==> src/rtl/sec_enc32.sv <==
// sec_enc32: two-stage valid/ready SEC check-bit generator for 32-bit words; SEC_ENC_ERRINJ_EN adds single-bit error injection
module sec_enc32 #(
    parameter int CNT_W = 16
) (
    input  logic             Gclk,
    input  logic             Grst_n,
    input  logic             Gin_valid,
    output logic             Gin_ready,
    input  logic [31:0]      Gid,
    output logic             Gout_valid,
    input  logic             Gout_ready,
    output logic [31:0]      God,
    output logic [7:0]       Goc,
    output logic [CNT_W-1:0] Gcnt,
    input  logic             Ginj_req,
    input  logic [5:0]       Ginj_pos
);
    logic             v1_q, v1_d, v2_q, v2_d;
    logic [31:0]      d1_q, d1_d, god_q, god_d;
    logic [7:0]       f1_q, f1_d, e1_q, e1_d, goc_q, goc_d;
    logic [7:0]       f, e, g;
    logic [39:0]      flip;
    logic [CNT_W-1:0] cnt_q, cnt_d;
    logic             adv2, acc;
`ifdef SEC_ENC_ERRINJ_EN
    logic             inj_q, inj_d;
    logic [5:0]       pos_q, pos_d;
`else
    logic             unused_inj;
    assign unused_inj = ^{Ginj_req, Ginj_pos};
`endif

    assign adv2       = v1_q & (~v2_q | Gout_ready);
    assign Gin_ready  = Grst_n & (~v1_q | adv2);
    assign acc        = Gin_valid & Gin_ready;
    assign Gout_valid = v2_q;
    assign God        = god_q;
    assign Goc        = goc_q;
    assign Gcnt       = cnt_q;

    always_comb begin
        for (int i = 0; i < 8; i++) f[i] = ^Gid[4*i +: 4];
        for (int i = 0; i < 4; i++) begin
            e[i]   = Gid[i] ^ Gid[i+4] ^ Gid[i+8] ^ Gid[i+12];
            e[i+4] = Gid[i+16] ^ Gid[i+20] ^ Gid[i+24] ^ Gid[i+28];
        end
        g = {f1_q[5] ^ f1_q[7], f1_q[4] ^ f1_q[6], f1_q[6] ^ f1_q[7], f1_q[4] ^ f1_q[5],
             f1_q[1] ^ f1_q[3], f1_q[0] ^ f1_q[2], f1_q[2] ^ f1_q[3], f1_q[0] ^ f1_q[1]};
`ifdef SEC_ENC_ERRINJ_EN
        flip  = (inj_q && pos_q < 6'd40) ? (40'd1 << pos_q) : '0;
        inj_d = Ginj_req | (inj_q & ~adv2);
        pos_d = Ginj_req ? Ginj_pos : pos_q;
`else
        flip  = '0;
`endif
        v1_d = acc | (v1_q & ~adv2);
        d1_d = acc ? Gid : d1_q;
        f1_d = acc ? f : f1_q;
        e1_d = acc ? e : e1_q;
        v2_d = adv2 | (v2_q & ~Gout_ready);
        {goc_d, god_d} = adv2 ? ({e1_q ^ {g[3:0], g[7:4]}, d1_q} ^ flip) : {goc_q, god_q};
        cnt_d = cnt_q + CNT_W'(v2_q & Gout_ready);
    end

    always_ff @(posedge Gclk) begin
        if (!Grst_n) begin
            v1_q  <= 1'b0;
            v2_q  <= 1'b0;
            d1_q  <= '0;
            f1_q  <= '0;
            e1_q  <= '0;
            god_q <= '0;
            goc_q <= '0;
            cnt_q <= '0;
        end else begin
            v1_q  <= v1_d;
            v2_q  <= v2_d;
            d1_q  <= d1_d;
            f1_q  <= f1_d;
            e1_q  <= e1_d;
            god_q <= god_d;
            goc_q <= goc_d;
            cnt_q <= cnt_d;
        end
    end

`ifdef SEC_ENC_ERRINJ_EN
    always_ff @(posedge Gclk) begin
        if (!Grst_n) begin
            inj_q <= 1'b0;
            pos_q <= '0;
        end else begin
            inj_q <= inj_d;
            pos_q <= pos_d;
        end
    end
`endif
endmodule
==> config.mk <==
export PLATFORM = sky130hd
export DESIGN_NAME = sec_enc32
export DESIGN_NICKNAME = d
export VERILOG_FILES = /design/src/rtl/sec_enc32.sv
export SDC_FILE = /design/constraint.sdc
export NUM_CORES = 1
export LEC_CHECK = 0
export BUFFER_PORTS_ARGS = -buffer_cell sky130_fd_sc_hd__buf_4
export CORE_MARGIN = 1.5
export CORE_UTILIZATION = 54
export DETAILED_ROUTE_END_ITERATION = 7
export PLACE_DENSITY = 0.79
export SETUP_SLACK_MARGIN = 0.2
export SLEW_MARGIN = 10
export SYNTH_ARGS = -nofsm -noshare
export SYNTH_HDL_FRONTEND = slang
export SYNTH_SLANG_ARGS = --single-unit
==> constraint.sdc <==
create_clock -name Gclk -period 1.92 [get_ports Gclk]
set_input_delay 0.096 -clock Gclk [delete_from_list [all_inputs] [get_ports Gclk]]
set_output_delay 0.096 -clock Gclk [all_outputs]
set_load 0.01 [all_outputs]
Yosys cells after proc, flatten, opt, wreduce, memory -nomap -nowiden
Cells that the tools add are included.
Widths: inputs -> output; s select.
{"block": "totals", "output_inout_bits": 58, "word_cells": 64, "ramBits": 0, "mem_bits_ro": 0, "mem_count": 0, "regBits": 106, "latch_bits": 0, "in_bits": 43}
{"block": "classes", "n_eq_ne": 0, "multipliers": 0, "shift": 0, "magnitude_cmp": 0, "n_bitwise": 47, "reduce_logical": 8, "n_addsub": 1, "muxes": 0, "div": 0}
{"op": "$reduce_xor 4->1", "count": 8}
{"op": "$xor 1x1->1", "count": 32}
{"op": "$add 16x1->16", "count": 1}
{"op": "$xor 8x8->8", "count": 1}
{"op": "$and 1x1->1", "count": 6}
{"op": "$not 1->1", "count": 4}
{"op": "$or 1x1->1", "count": 4}

Logic depth before layout (Yosys ltp)
Gate-level depths: netlist of run 1.
{"block": "logic_depth", "word_depth": 7, "depth_mapped": 6, "mapped_depth_nobuf": 6}

Worst setup path after synthesis of run 1
Ideal clock, no wire load.
{"block": "synth_timing", "kind": "register to register", "from": "register v2_q, in the netlist Gout_valid", "to": "register cnt_q[10], in the netlist Gcnt[10]", "setup_ns": 0.071, "path_slack_ns": 0.203, "n_path_buf": 0, "arrival_time_ns": 1.647, "period_less_slack_ns": 1.717, "path_stages_with_launch": 7, "required_ns": 1.849, "path_cell_list": "dfxtp_1 > and2_1 > ha_1 > ha_1 > nand2_1 > or4_1 > a21oi_1"}
{"block": "synth_via", "elab_chain_cells": 2}
{"element": "start: declaration", "line": "18", "source": "logic v1_q, v1_d, v2_q, v2_d;"}
{"element": "start signal: assignment", "line": "77", "source": "v2_q <= v2_d;"}
{"element": "$and 1x1->1", "line": "62", "source": "cnt_d = cnt_q + CNT_W'(v2_q & Gout_ready);"}
{"element": "$add 16x1->16", "line": "62"}
{"element": "end signal: assignment", "line": "83", "source": "cnt_q <= cnt_d;"}
{"element": "end: declaration", "line": "23", "source": "logic [CNT_W-1:0] cnt_q, cnt_d;"}
No other way between the ends.
A chain may end at the register's enable or synchronous reset.

Final worst setup path of run 1
Ends and elaborated chain as after synthesis.

==> results.toml, run 1 <==
[clock_tree]
cts_tree = "done"
htree_levels = 3
clkSinkCount = 106
postCtsSetupBuffers = 0
clk_latency_ns = 0.37
cts_buffers = 9
path_clk_slew_ns = 0.11
clk_path_buf_depth = 2
cts.root.buffer_cell = "clkbuf_8"

[route]
drtAntennaViolNets = 0
vias_per_cell = 5.33
wl_per_cell_um = 15.0
drt-pass1-iter-count = 4
drc = 0
routed_wl_um = 10800
drt_iter0_markers = 164
dr_total_vias = 3833

[critical_path]
crit_required_ns = 2.23
end_kind = "flop"
cp-start-kind = "flop"
arrival_ns = 1.96
crit_type = "reg -> reg"
cp_max_fo = 4

[power]
combPwrFrac = 0.172
intPower_mw = 3.20
seq_power_share = 0.550
p_clk_frac = 0.279
switchingPower_mw = 1.23
finalPower_mw = 4.43
ir_drop_uv = 470
power_density_nw_per_um2 = 771
switching_share = 0.279
p_leak_nw = 2.56

[yosys]
seq_area_frac_synth = 0.453
async_flop_share = 0
ys_types = 31
syn_area_per_cell_um2 = 9.09
syn_inst = 516
yosys.area.top_type = "dfxtp_1"
ys_seq_elements = 106
synth_area_leaders = "dfxtp_1 45%, mux2i_1 11%, xnor2_1 11%"
ys.flop_type = "dfxtp_1"
synth_nets = 562
syn-cell-area_um2 = 4690
yosysWarningCount = 0
synth-edff-count = 0
synth_top_area_frac = 0.453

[placement]
dp.cells = 694
io_buffers = 93
place_ws_ns = 0.126
dp_hpwl_um = 7630
place_area_um2 = 5450
gp_congestion = 0.810

[finish]
layout-drive-gt1-share = 0.210
nNetsFinal = 655
insertedDiodeCount = 0
fin_cells = 719
area_growth_syn_to_layout_pct = 22.5
final_common_cell = "dfxtp_1"
final_cell_mix = "105 x dfxtp_1, 102 x buf_4, 65 x nand2_1, 57 x xnor2_1, 52 x mux2i_1"
postLayoutCellArea_um2 = 5750
utilization = 0.692

[floorplanning]
initial_core_util = 0.565
fp-row-count = 33
core-area_um2 = 8300
die_area_um2 = 9250
die_h_um = 96.2
die_x_um = 96.2
io_pins = 101

[global_route]
antenna_found_initial = 0
grt_overflow = 0
grt_pass1_vias = 3719
grt_pass1_wl_um = 17300
grtUsageTotal = 0.244
grt_max_degree = 39

[timing]
tightest_slew_ns = 0.515
fin_ws_ns = 0.263
fin_crit_ns = 1.66
relSlewSlack = 0.655
rsz0062_at_grt = "no"
setup_viol_count_final = 0
slew_violations = 0
finalHoldViolCount = 0
fin_hold_ws_ns = 0.00892
clock_skew_ns = 0.0178
tns_ns = 0
max_freq_ghz = 0.604
fin_crit_sh = 0.863

[min_path]
hp-class = "in -> reg"

[flow_run]
max_cap_viol_count = 0

[run_status]
status = "finished clean"
-- state kept, by name, summed over array words and instances, names as in the netlist --
signal	cells
f1_q	8
e1_q	8
Gout_valid	1
God	32
d1_q	32
Gcnt	16
Goc	8
v1_q	1
-- kinds of logic after synthesis --
family | after synthesis | synth area share
mux | 52 | 0.111
buf+inv | 66 | 0.0648
compound gates | 90 | 0.103
simple gates | 132 | 0.135
xor+xnor | 67 | 0.125
fa+ha+maj | 3 | 0.00801
flops | 106 | 0.453
-- power groups by stage --
stage | sequential [mW] | combinational, mW | clock (mW)
after floorplan | 2.48 | 0.464 | 0
after global placement | 2.48 | 0.726 | 0
after detailed placement | 2.48 | 0.742 | 0
after CTS | 2.43 | 0.762 | 1.26
after global routing | 2.45 | 0.828 | 1.35
final | 2.44 | 0.761 | 1.23
-- synthesized netlist by cell type (2+ instances only) --
cell,number
nor2_1,5
nand2b_1,5
inv_1,33
buf_6,2
nand2_1,65
ha_1,3
a21oi_1,42
xnor2_1,57
and2_1,3
buf_4,2
o31ai_1,3
nand3_1,39
nor4_1,3
buf_8,2
clkbuf_1,15
or4_1,3
mux2i_1,52
inv_2,2
dfxtp_1,106
xor2_1,10
or3_1,4
buf_2,9
o21ai_0,36
o22ai_1,8
-- repair_timing --
action                                  in CTS  in global routing
gates cloned                                 0                  0
gates resized for setup                      4                  3
hold buffers                                 9                  0
endpoints found under the hold margin        9                  0
endpoints found under the setup margin       3                  4
-- layer usage --
layer | track usage | wire length, um
met5 | 0 | 0
met4 | 0.0674 | 116
met3 | 0.0419 | 544
met2 | 0.436 | 5320
met1 | 0.299 | 4820
-- critical path, stage by stage (launching register included) --
cell,delay (ns)
dfxtp_2,0.36
and2_4,0.16
ha_4,0.14
ha_4,0.14
nand2_1,0.11
or4_1,0.53
a21oi_1,0.15
-- worst paths after layout --
path | startpoint | end | slack (ns) | depth (start not counted)
hold / removal | Gid[11] | d1_q[11] | 0.009 | 3
hold reg to reg | d1_q[15] | God[15] | 0.46 | 2
setup reg to reg | Gout_valid | Gcnt[10] | 0.26 | 6
setup / recovery | Gout_valid | Gcnt[10] | 0.26 | 6
-- layout make-up --
class	count	area (um^2)
clock buffers	11	131
clock inverters	5	40.0
fillers	640	2550
inverters	35	131
multi-input cells	344	2290
flip-flops and latches	106	2120
well taps	105	131
repair buffers	113	896
Power figures use the tool's default switching activity.
==> run 2: changes to the inputs <==
--- a/config.mk
+++ b/config.mk
@@ -11,4 +11,5 @@
 export DETAILED_ROUTE_END_ITERATION = 7
 export PLACE_DENSITY = 0.79
+export RECOVER_POWER = 50
 export SETUP_SLACK_MARGIN = 0.2
 export SLEW_MARGIN = 10
==> constraint.sdc (replaced) <==
create_clock -name Gclk -period 1.92 [get_ports Gclk]
set_input_delay 0.096 -clock Gclk [delete_from_list [all_inputs] [get_ports Gclk]]
set_output_delay 0.096 -clock Gclk [all_outputs]
set_load 0.02 [all_outputs]
==> results.toml, run 2 (same netlist as run 1, synthesis figures left out) <==
[floorplanning]
io_pins = 101
die_h_um = 96.2
core-area_um2 = 8300
die_area_um2 = 9250
initial_core_util = 0.565
fp-row-count = 33
die_x_um = 96.2

[critical_path]
worstReg2RegEnd = "Gcnt[10]"
reg2reg_depth = 6
cp-start-kind = "flop"
cp_max_fo = 4
crit_required_ns = 2.23
ff2ff_setup_slack_ns = 0.18
end_kind = "flop"
r2r_start = "Gout_valid"
arrival_ns = 2.05
crit_path_top_delay_cell = "or4_1"
slowest_delay_ns = 0.52
path_cells = "and2_0, ha_1, ha_4, nand2_2, or4_1, a21oi_1"
crit_type = "reg -> reg"

[power]
seq_power_share = 0.524
ir_drop_uv = 431
switchingPower_mw = 1.32
p_leak_nw = 2.41
switching_share = 0.283
intPower_mw = 3.33
p_clk_frac = 0.308
combPwrFrac = 0.168
power_density_nw_per_um2 = 814

[timing]
max_freq_ghz = 0.576
relSlewSlack = 0.685
fin_crit_ns = 1.74
setup_viol_count_final = 0
clock_skew_ns = 0.0106
fin_hold_ws_ns = 0.00457
finalHoldViolCount = 0
fin_crit_sh = 0.905
tightest_slew_ns = 0.471
rsz0062_at_grt = "yes"
slew_violations = 0
tns_ns = 0

[finish]
fill_cells = 672
final_common_cell = "dfxtp_1"
insertedDiodeCount = 0
postLayoutCellArea_um2 = 5710
final_cell_mix = "106 x dfxtp_1, 64 x nand2_1, 57 x xnor2_1, 56 x clkbuf_1, 52 x mux2i_1"
layout-drive-gt1-share = 0.111
area_growth_syn_to_layout_pct = 21.7
nNetsFinal = 669

[clock_tree]
path_clk_slew_ns = 0.11
htree_levels = 3
cts_tree = "done"
cts_buffers = 9
clkSinkCount = 106
clk_latency_ns = 0.37
cts.root.buffer_cell = "clkbuf_8"
clk_path_buf_depth = 2

[min_path]
whs_path_depth = 3
min_from = "Gid[24]"
hp-class = "in -> reg"
min_to = "d1_q[24]"

[flow_run]
max_cap_viol_count = 0

[route]
drt_iter0_markers = 209
routed_wl_um = 11000
drc = 0
vias_per_cell = 5.37
drtAntennaViolNets = 0
dr_total_vias = 3938
drt-pass1-iter-count = 5
wl_per_cell_um = 15.1

[placement]
io_buffers = 93
place_area_um2 = 5430
dp_hpwl_um = 7340
gp_congestion = 0.832

[global_route]
grt_pass1_wl_um = 18000
grtUsageTotal = 0.251
grt_overflow = 0
grt_max_degree = 49
antenna_found_initial = 0
grt_pass1_vias = 3933

[run_status]
status = "finished clean"
==> run 2: cell types whose count changed in the layout (fill, tap and decap cells not counted), moves of 2 or more <==
cell	previous run	this run
buf_4	102	43
clkbuf_1	2	56
clkinv_4	1	3
clkinvlp_4	3	0
dlygate4sd3_1	9	26
==> run 2: cell type report <==
class / count / area [um^2] / area share
well taps: 105 / 131 / 0.0230
clock buffers: 9 / 124 / 0.0217
repair buffers: 127 / 833 / 0.146
clock inverters: 7 / 85.1 / 0.0149
flip-flops and latches: 106 / 2120 / 0.372
inverters: 35 / 131 / 0.0230
multi-input cells: 344 / 2280 / 0.399
==> run 2: per-stage QoR <==
step,util,total power [mW],std cells,setup WS (ns)
6_report,0.688,4.65,733,0.183
5_1_grt,0.688,4.84,733,0.113
3_5_place_dp,0.654,3.25,690,0.184
3_3_place_gp,0.654,3.23,690,0.230
4_1_cts,0.711,4.71,732,0.187
2_1_floorplan,-,2.98,516,0.210
==> run 2: routing by layer <==
metal | GRT usage | vias to the layer above | wire [um]
li1 | - | 1935 | -
met1 | 0.307 | 1860 | 4730
met2 | 0.438 | 118 | 5480
met3 | 0.0395 | 25 | 568
met4 | 0.102 | 0 | 271
met5 | 0 | - | 0
==> run 2: worst max-delay path by stage <==
stage / to / start / slack [ns]
2_1_floorplan: Gcnt[10] / Gout_valid / 0.21
3_3_place_gp: Gcnt[10] / Gout_valid / 0.23
3_5_place_dp: Gcnt[10] / Gout_valid / 0.18
4_1_cts: Gcnt[10] / Gout_valid / 0.19
5_1_grt: Gcnt[12] / Gout_valid / 0.11
6_report: Gcnt[10] / Gout_valid / 0.18
==> run 2: what timing repair did <==
item | CTS | global route
setup buffers | 0 | 1
pin swaps | 0 | 1
endpoints found under the hold margin | 26 | 0
setup endpoints to repair | 2 | 4
hold buffers | 26 | 0
gates resized for setup | 2 | 2
==> run 2: power groups by stage <==
| stage | Sequential (mW) | Clock (mW) | Combinational (mW) |
|---|---|---|---|
| finish | 2.44 | 1.43 | 0.779 |
| global route | 2.46 | 1.54 | 0.845 |
| CTS | 2.44 | 1.46 | 0.812 |
| detailed placement | 2.49 | 0 | 0.764 |
| global placement | 2.48 | 0 | 0.748 |
| floorplan | 2.51 | 0 | 0.465 |
==> run 2: critical path: cells and delay by family, from the launching register on <==
| kind | cells | cell delay (ns) |
|---|---|---|
| AOI/OAI and AO/OA | 1 | 0.13 |
| and+or+nand+nor | 3 | 0.78 |
| adders and majority gates | 2 | 0.40 |
| DFF | 1 | 0.37 |
==> run 3: changes to the inputs <==
- CORE_ASPECT_RATIO: default -> 1.1
- CORE_MARGIN: 1.5 -> default
==> results.toml, run 3 (same netlist as run 1, synthesis figures left out) <==
[route]
wl_per_cell_um = 15.5
vias_per_cell = 5.39
drtAntennaViolNets = 0
routed_wl_um = 11500
drt_iter0_markers = 125
dr_total_vias = 3997
drt-pass1-iter-count = 4
drc = 0

[floorplanning]
die_h_um = 99.7
fp-row-count = 35
initial_core_util = 0.558
io_pins = 101
die_area_um2 = 9060
die_x_um = 90.9
core-area_um2 = 8410

[placement]
place_ws_ns = 0.203
dp.cells = 696
gp_congestion = 0.817
io_buffers = 93
dp_hpwl_um = 7340

[timing]
finalHoldViolCount = 0
fin_crit_sh = 0.903
rsz0062_at_grt = "yes"
max_freq_ghz = 0.577
slew_violations = 0
clock_skew_ns = 0.00741
fin_ws_ns = 0.186
fin_hold_ws_ns = 0.0129
tightest_slew_ns = 0.605
fin_crit_ns = 1.73
setup_viol_count_final = 0
relSlewSlack = 0.596
tns_ns = 0

[critical_path]
arrival_ns = 2.04
crit_type = "reg -> reg"
setup.worst_path.start = "Gout_valid"
cp-start-kind = "flop"
r2r_start = "Gout_valid"
crit_required_ns = 2.23
end_kind = "flop"
cp_max_fo = 4

[clock_tree]
path_clk_slew_ns = 0.09
cts_tree = "done"
clkSinkCount = 106
cts.root.buffer_cell = "clkbuf_8"
clk_latency_ns = 0.37
clk_path_buf_depth = 2
cts_buffers = 9
htree_levels = 3

[global_route]
grt_pass1_wl_um = 18800
grt_overflow = 0
grt_max_degree = 49
grtUsageTotal = 0.263
grt_pass1_vias = 3942
antenna_found_initial = 0

[power]
p_clk_frac = 0.321
p_leak_nw = 2.42
switchingPower_mw = 1.26
intPower_mw = 3.48
seq_power_share = 0.515
switching_share = 0.266
combPwrFrac = 0.164
ir_drop_uv = 574
power_density_nw_per_um2 = 824
finalPower_mw = 4.73

[flow_run]
max_cap_viol_count = 0

[min_path]
min_from = "Gid[1]"
hp-class = "in -> reg"

[finish]
nNetsFinal = 672
fin_cells = 742
final_cell_mix = "106 x dfxtp_1, 64 x nand2_1, 58 x clkbuf_1, 57 x xnor2_1, 52 x mux2i_1"
layout-drive-gt1-share = 0.108
area_growth_syn_to_layout_pct = 22.5
final_common_cell = "dfxtp_1"
insertedDiodeCount = 0

[run_status]
status = "finished clean"
[run 3: what timing repair did]
action | in CTS | in global routing
hold buffers | 29 | 0
setup endpoints to repair | 2 | 5
hold endpoints to repair | 29 | 0
gates resized for setup | 1 | 4
buffers inserted | 1 | 0
[run 3: critical path, stage by stage (launching register included)]
cell and delay, ns:
dfxtp_1 0.37, and2_1 0.17, ha_1 0.22, ha_4 0.16, nand2_2 0.08, or4_1 0.52
a21oi_1 0.14
[run 3: power by group through the flow]
stage          combinational [mW]  sequential, mW  clock [mW]
2_1_floorplan               0.465            2.51           0
6_report                    0.776            2.44        1.52
3_3_place_gp                0.736            2.48           0
3_5_place_dp                0.755            2.49           0
4_1_cts                     0.806            2.44        1.54
5_1_grt                     0.844            2.46        1.63
[run 3: layout make-up]
class                           count  area, um^2
Inverter                           35         131
Multi-Input combinational cell    344        2290
Fill cell                         711        2660
Timing Repair Buffer              130         848
Clock buffer                       12         145
Clock inverter                      4        75.1
Sequential cell                   106        2120
Tap cell                          111         139
[run 3: metal layers]
layer,part of all wire,global-route usage,vias up
met4,0.033,0.128,0
met1,0.42,0.311,1895
met3,0.046,0.0344,33
met5,0,0,-
met2,0.50,0.470,126
li1,-,-,1943
[run 3: stage by stage]
stage,utilization,cell area (um^2)
after floorplan,-,4690
after global placement,0.645,5420
after detailed placement,0.645,5420
after CTS,0.707,5940
after global routing,0.683,5750
final,0.683,5750
[run 3: path summary, 6_finish.rpt]
check | to | slack [ns] | cells after the start
worst max-delay path | Gcnt[10] | 0.19 | 6
worst min-delay path | d1_q[1] | 0.01 | 3
worst max register to register | Gcnt[10] | 0.19 | 6
worst min register to register | d1_q[17] | 0.47 | 2
